--- config.mk ---
export PLATFORM = sky130hd
export DESIGN_NAME = time_entry_shifter
export DESIGN_NICKNAME = d
export VERILOG_FILES = /design/src/rtl/time_entry_shifter.sv
export SDC_FILE = /design/constraint.sdc
export NUM_CORES = 1
export LEC_CHECK = 0
export CAP_MARGIN = 20
export CORE_ASPECT_RATIO = 0.5
export CORE_MARGIN = 3
export CORE_UTILIZATION = 35
export CTS_CLUSTER_DIAMETER = 30
export DETAILED_ROUTE_END_ITERATION = 10
export RECOVER_POWER = 25
export SETUP_SLACK_MARGIN = 0.2
export SYNTH_ARGS = -nofsm -noshare
export SYNTH_HDL_FRONTEND = slang
export SYNTH_SLANG_ARGS = --single-unit
export TNS_END_PERCENT = 10
--- constraint.sdc ---
create_clock -name clk -period 1.7 [get_ports clk]
set_clock_uncertainty 0.1 [all_clocks]
set_input_delay 0.34 -clock clk [delete_from_list [all_inputs] [get_ports clk]]
set_output_delay 0.34 -clock clk [all_outputs]
set_load 0.01 [all_outputs]
--- src/rtl/time_entry_shifter.sv ---
// time_entry_shifter: keypad mm:ss entry with validated load strobe; AUTO_NORMALIZE_EN folds 60-99 s into minutes
module time_entry_shifter #(
  parameter int          MAX_DIGITS = 4,
  parameter logic [3:0]  START_CODE = 4'hA,
  parameter logic [3:0]  CLEAR_CODE = 4'hB
) (
  input  logic       clk,
  input  logic       clearn,
  input  logic       key_valid,
  input  logic [3:0] key_code,
  output logic [3:0] min_tens,
  output logic [3:0] min_units,
  output logic [3:0] sec_tens,
  output logic [3:0] sec_units,
  output logic       load,
  output logic       entry_active,
  output logic       error
);
  typedef enum logic [1:0] {IDLE, ENTRY, READY} state_t;
  localparam logic [2:0] MAX_CNT = 3'(MAX_DIGITS);
  state_t r_state, w_state_nx;
  logic [3:0] r_mt, r_mu, r_st, r_su, w_mt_nx, w_mu_nx, w_st_nx, w_su_nx;
  logic [2:0] r_cnt, w_cnt_nx;
  logic r_load, w_load_nx, r_error, w_error_nx;
  logic w_digit, w_start, w_clear, w_zero;
  assign w_digit = key_valid && (key_code <= 4'd9);
  assign w_start = key_valid && (key_code == START_CODE);
  assign w_clear = key_valid && (key_code == CLEAR_CODE);
  assign w_zero  = ~|{r_mt, r_mu, r_st, r_su};
`ifdef AUTO_NORMALIZE_EN
  logic w_ovf;
  logic [3:0] w_nmt, w_nmu, w_nst;
  assign w_ovf = (r_mt == 4'd9) && (r_mu == 4'd9);
  assign w_nmu = (r_mu == 4'd9) ? 4'd0 : r_mu + 4'd1;
  assign w_nmt = (r_mu == 4'd9) ? r_mt + 4'd1 : r_mt;
  assign w_nst = r_st - 4'd6;
`endif
  always_comb begin
    w_state_nx = r_state;
    w_mt_nx    = r_mt;
    w_mu_nx    = r_mu;
    w_st_nx    = r_st;
    w_su_nx    = r_su;
    w_cnt_nx   = r_cnt;
    w_error_nx = r_error;
    w_load_nx  = 1'b0;
    if (w_clear) begin
      {w_mt_nx, w_mu_nx, w_st_nx, w_su_nx} = '0;
      w_cnt_nx   = '0;
      w_error_nx = 1'b0;
      w_state_nx = IDLE;
    end else if (w_digit) begin
      if (r_state == READY) begin
        {w_mt_nx, w_mu_nx, w_st_nx, w_su_nx} = {12'd0, key_code};
        w_cnt_nx   = 3'd1;
        w_error_nx = 1'b0;
        w_state_nx = ENTRY;
      end else if (r_cnt < MAX_CNT) begin
        {w_mt_nx, w_mu_nx, w_st_nx, w_su_nx} = {r_mu, r_st, r_su, key_code};
        w_cnt_nx   = r_cnt + 3'd1;
        w_error_nx = 1'b0;
        w_state_nx = ENTRY;
      end
    end else if (w_start) begin
      if (r_state == ENTRY) begin
        if (r_st > 4'd5) begin
`ifdef AUTO_NORMALIZE_EN
          if (w_ovf) w_error_nx = 1'b1;
          else begin
            {w_mt_nx, w_mu_nx, w_st_nx} = {w_nmt, w_nmu, w_nst};
            w_load_nx  = 1'b1;
            w_state_nx = READY;
          end
`else
          w_error_nx = 1'b1;
`endif
        end else if (!w_zero) begin
          w_load_nx  = 1'b1;
          w_state_nx = READY;
        end
      end else if (r_state == READY) begin
        // a restart landing in the load cycle must not stretch the strobe
        w_load_nx = ~r_load;
      end
    end
  end
  always_ff @(posedge clk) begin
    if (!clearn) begin
      r_state <= IDLE;
      {r_mt, r_mu, r_st, r_su} <= '0;
      r_cnt   <= '0;
      r_load  <= 1'b0;
      r_error <= 1'b0;
    end else begin
      r_state <= w_state_nx;
      {r_mt, r_mu, r_st, r_su} <= {w_mt_nx, w_mu_nx, w_st_nx, w_su_nx};
      r_cnt   <= w_cnt_nx;
      r_load  <= w_load_nx;
      r_error <= w_error_nx;
    end
  end
  assign {min_tens, min_units, sec_tens, sec_units} = {r_mt, r_mu, r_st, r_su};
  assign load         = r_load;
  assign entry_active = (r_state == ENTRY);
  assign error        = r_error;
endmodule

Word-level counts from Yosys, hierarchy flattened --
Index checks and enable logic that the tools add are counted.
Storage, ports and cells: bits in registers 23, bits in latches 0, bits in writable memories 0, ROM bits 0, input bits 7, output and inout bits 19, word-level logic and storage cells 62, memories 0
Cells by class: $add $sub $neg 1, $mul 0, div/mod/pow operators 0, $lt $le $gt $ge 3, equality and inequality tests 6, shift operators 0, mux-type cells 27, bitwise logic cells 3, reductions and logical operators 14
Operators with widths (count):
- 2-to-1 mux 4 bit | 8
- OR reduction 16 bit | 1
- 2-to-1 mux 2 bit | 7
- 2-to-1 mux 1 bit | 10
- nonzero test 2 bit | 5
- equality test 4 bit (second input constant) | 2
- 2-to-1 mux 3 bit | 2
- AND reduction 5 bit | 1
- greater-than comparator 4 x 3 -> 1 bit (second input constant) | 1
- less-or-equal comparator 4 bit (second input constant) | 1
- AND reduction 4 bit | 1
- OR reduction 4 bit | 1
- adder 3 x 1 -> 3 bit (second input constant) | 1
- logical AND 1 bit | 3
- less-than comparator 3 bit (second input constant) | 1
- inequality test 3 x 1 -> 1 bit (second input constant) | 1
- NOT 1 bit | 3
- equality test 2 x 1 -> 1 bit (second input constant) | 1
- equality test 2 bit (second input constant) | 1
- inequality test 2 bit (second input constant) | 1
- AND reduction 2 bit | 1
- OR reduction 2 bit | 1

Logic depth before layout (Yosys ltp) --
depth after elaboration 6, depth in mapped cells 5

Worst setup path after synthesis --
Ideal clock, no wire load.
path type register -> register, from register r_state[1], to register r_mu[1] (netlist: min_units[1]), library setup time 0.117 ns, arrival 1.279 ns, data required time 1.483 ns, slack 0.204 ns, stages on the path, launching flop included 6, path buffers 1, period minus slack after synthesis 1.496 ns, cells stage by stage dfxtp_1 -> nor2b_1 -> o211ai_4 -> nor2b_2 -> buf_6 -> a22o_1
On the way: word-level cells in the longest chain between the ends 3
RTL lines:
- from (decl) | RTL line 21 | state_t r_state, w_state_nx;
- from (signal assigned) | RTL line 95 | r_state <= w_state_nx;
- equality test 2 bit * | RTL line 53 | if (r_state == READY) begin
- nonzero test 2 bit (no source line)
- AND reduction 2 bit (no source line)
- to (signal assigned) | RTL line 96 | {r_mt, r_mu, r_st, r_su} <= {w_mt_nx, w_mu_nx, w_st_nx, w_su_nx};
- to (decl) | RTL line 22 | logic [3:0] r_mt, r_mu, r_st, r_su, w_mt_nx, w_mu_nx, w_st_nx, w_su_nx;
Every way passes the cells marked *; elsewhere a longest branch is shown, timed or not. A chain may end at the register's enable or synchronous reset.

Worst setup path after layout --
from register r_mu[2] (netlist: min_units[2]), to output min_units[2]
RTL lines:
- to (decl) | RTL line 12 | output logic [3:0] min_units,
No word-level cell between the ends.

==> PnR_summary.wiki <==
{| class="wikitable"
! Metric !! Value
|-
| Status || finished, final reports clean
|-
| Aggregate routed wire length || 2.321 mm
|-
| First-pass GRT wire length || 3.822 mm
|-
| Synth unique cells || 28
|-
| Relative max-transition margin || 81.15%
|-
| Number of iterations in the first detailed-routing pass || 4
|-
| Drt initial violations || 58
|-
| Number of enable flip-flop cells after synthesis || 0
|-
| Delay of the slowest critical-path stage || 0.53 ns
|-
| Routed length per placed instance || 15.07 µm
|-
| Clock-pin slew reported for the worst setup and hold paths after clock tree synthesis || 0.08 ns
|-
| Synthesis warning total || 0
|-
| Filler cell count || 197
|-
| Number of non-filler instances in the completed layout || 154
|-
| Cell leakage power || 0.6648 nW
|-
| Via density per instance || 5.201
|-
| Final Setup Violations || 0
|-
| Drt drc || 0
|-
| Sequential fraction of the synthesis area || 50.27%
|-
| Arrival time of data at the critical path endpoint || 1.15 ns
|-
| Least-Margin Pin Slew || 0.2789 ns
|-
| Clock Sink Count || 23
|-
| Required time worst endpoint || 1.26 ns
|-
| Final-report max-slew violation count || 0
|-
| Global Route Usage Sum || 14.78%
|-
| Fmax || 627.5 MHz
|-
| Cell class contributing the biggest share of worst-path delay || buffers and inverters
|-
| Type of origin of the critical path || register
|-
| Area used by sequential logic in the layout || 481.7 µm²
|-
| Worst-Skew Late Latency || 0.26 ns
|-
| Buffering stage count on the worst path with inverters included || 1
|-
| Multi-input gate area in the final layout || 456.7 µm²
|-
| Overall die width || 78.35 µm
|-
| Number of antenna repair diodes || 0
|-
| Kind of end point of the critical path || output port
|-
| Floorplan Core Area || 0.002342 mm²
|-
| Setup repair after global routing missed its margin || yes
|-
| Share of final-layout standard cells stronger than drive strength 1 || 38.66%
|-
| Final period util || 93.74%
|-
| FF+latch count, synth || 23
|-
| Layout Nets || 128
|-
| DR vias || 801
|-
| Vias in the first global route || 759
|-
| Final hold viol count || 0
|-
| Mean post-synth cell area || 11.45 µm²
|-
| CTS buffer count || 3
|-
| Setup tns final || 0 ns
|-
| Critical path cell sequence || clkdlybuf4s50_1
|-
| CTS Root Cell || clkbuf_8
|-
| Area enclosed by the die boundary || 0.003304 mm²
|-
| TritonCTS clock tree || yes
|-
| Cell type of the slowest stage on the worst timing path || clkdlybuf4s50_1
|-
| Layout area overhead || 53.28%
|-
| Clock Path Buffers || 2
|-
| Placement Rows || 12
|-
| Async set-or-reset flop fraction in the synthesized netlist || 0%
|-
| Maximum net fanout on the critical path || 4
|-
| Count of pins on the block boundary || 26
|-
| Min-Delay Path Class || in2reg
|-
| Min Tclk post-route || 1.594 ns
|-
| Antenna violations before repair || 0
|-
| Initial standard-cell utilization of the core || 39.10%
|-
| PortBufs || 25
|-
| Synth Instances || 80
|-
| Global placement routability congestion || 0.8798
|-
| Pin count of the biggest net entering global routing || 15
|-
| Final HPWL DP || 1.714 mm
|-
| Number of maximum-capacitance constraint violations || 0
|-
| Die outline height || 42.17 µm
|-
| Total congestion overflow || 0
|-
| Syn Std Cell Area || 915.9 µm²
|-
| Number of nets with antenna violations after routing || 0
|-
| Top_reg_cell synth || dfxtp_1
|-
| Placed Cells incl. Taps || 147
|-
| Level count of the clock H-tree || 1
|-
| Number of buffers added to fix hold violations after cts || 0
|-
| Max VDD drop || 0.3560 mV
|-
| Number of nets produced by synthesis || 88
|-
| Power per standard cell area || 752.5 mW/mm²
|-
| Crit path kind || reg2out
|}
-- synthesized netlist by cell type (2+ instances only) --
| master | n | share of area (%) |
|---|---|---|
| nor2b_1 | 2 | 1.4 |
| inv_1 | 2 | 0.82 |
| nand2_1 | 2 | 0.82 |
| nor4_1 | 4 | 2.7 |
| nor2_1 | 6 | 2.5 |
| a21oi_1 | 3 | 1.6 |
| a22o_1 | 13 | 12 |
| and4_1 | 2 | 1.9 |
| mux2i_1 | 4 | 4.4 |
| nor2b_2 | 2 | 1.9 |
| dfxtp_1 | 23 | 50 |
-- registers in the layout, summed over array words and instances (netlist names) --
name	count
r_state	2
min_tens	4
sec_units	4
load	1
r_cnt	3
error	1
min_units	4
sec_tens	4
-- layout make-up --
class                      instances  share of cell area, %
sequential                        23                  34.31
multi-input combinational         53                  32.53
timing repair buffer              37                  26.20
tap                               35                  3.119
clock buffer                       3                  2.941
inverter                           2                 0.5348
clock inverter                     1                 0.3565
-- layer usage --
| metal | GRT usage [%] | share of wire (%) |
|---|---|---|
| met4 | 4.181 | 1.0 |
| met1 | 19.43 | 47 |
| met5 | 0 | 0 |
| met3 | 4.936 | 3.7 |
| met2 | 23.13 | 48 |
-- power by group --
group	leakage, nW	total [mW]	switching, mW	internal, mW
registers	0.194	0.567	0.0148	0.552
clock network	0.0255	0.331	0.168	0.163
logic	0.445	0.158	0.0731	0.0845
-- layout by cell type (no fill, tap or decap), types with 2 or more instances in the layout --
master | synthesis | final
a21oi_1 | 3 | 2
a22o_1 | 13 | 13
buf_12 | 0 | 2
buf_4 | 0 | 9
clkbuf_2 | 0 | 3
clkbuf_8 | 0 | 3
clkdlybuf4s25_1 | 0 | 10
clkdlybuf4s50_1 | 0 | 2
dfxtp_1 | 23 | 8
dfxtp_2 | 0 | 14
dlygate4sd2_1 | 0 | 2
dlymetal6s2s_1 | 0 | 6
inv_1 | 2 | 2
mux2i_1 | 4 | 4
nand2_1 | 2 | 2
nor2_1 | 6 | 6
nor2b_4 | 0 | 3
nor4_1 | 4 | 4
-- stage by stage --
step           utilization (%)  cell area (µm²)  power [mW]  hold slack [ns]  setup slack, ns
6_report                 59.94             1404       1.056           0.2802           0.1065
5_1_grt                  59.94             1404       1.108           0.2856          0.05395
4_1_cts                  58.07             1360       1.066           0.3760         0.002897
3_5_place_dp             53.85             1261      0.7207           0.3562          -0.4880
3_3_place_gp             53.85             1261      0.7169           0.3491          -0.3960
2_1_floorplan                -            915.9      0.6466           0.3501           0.2044
-- cells by family after synthesis --
kind of cell / count (synthesis) / share of synthesized area [%]
AOI/OAI and AO/OA: 24 / 23.23
and+or+nand+nor: 23 / 16.94
DFF: 23 / 50.27
muxes: 5 / 5.601
buffers and inverters: 4 / 2.595
adders and majority gates: 1 / 1.366
-- final timing paths --
path                            depth (start not counted)      endpoint          from  slack [ns]
worst max-delay path                                    1  min_units[2]  min_units[2]        0.11
worst min register to register                          1         error         error        0.38
worst min-delay path                                    2      r_cnt[2]     key_valid        0.28
worst max register to register                          4    r_state[1]  sec_units[0]        0.25
-- what timing repair did --
action,in CTS,in global routing
pin swaps,2,2
setup endpoints to repair,41,35
resized for setup,12,44
buffers inserted,3,0
No activity file was read; power rests on OpenSTA's default activity.
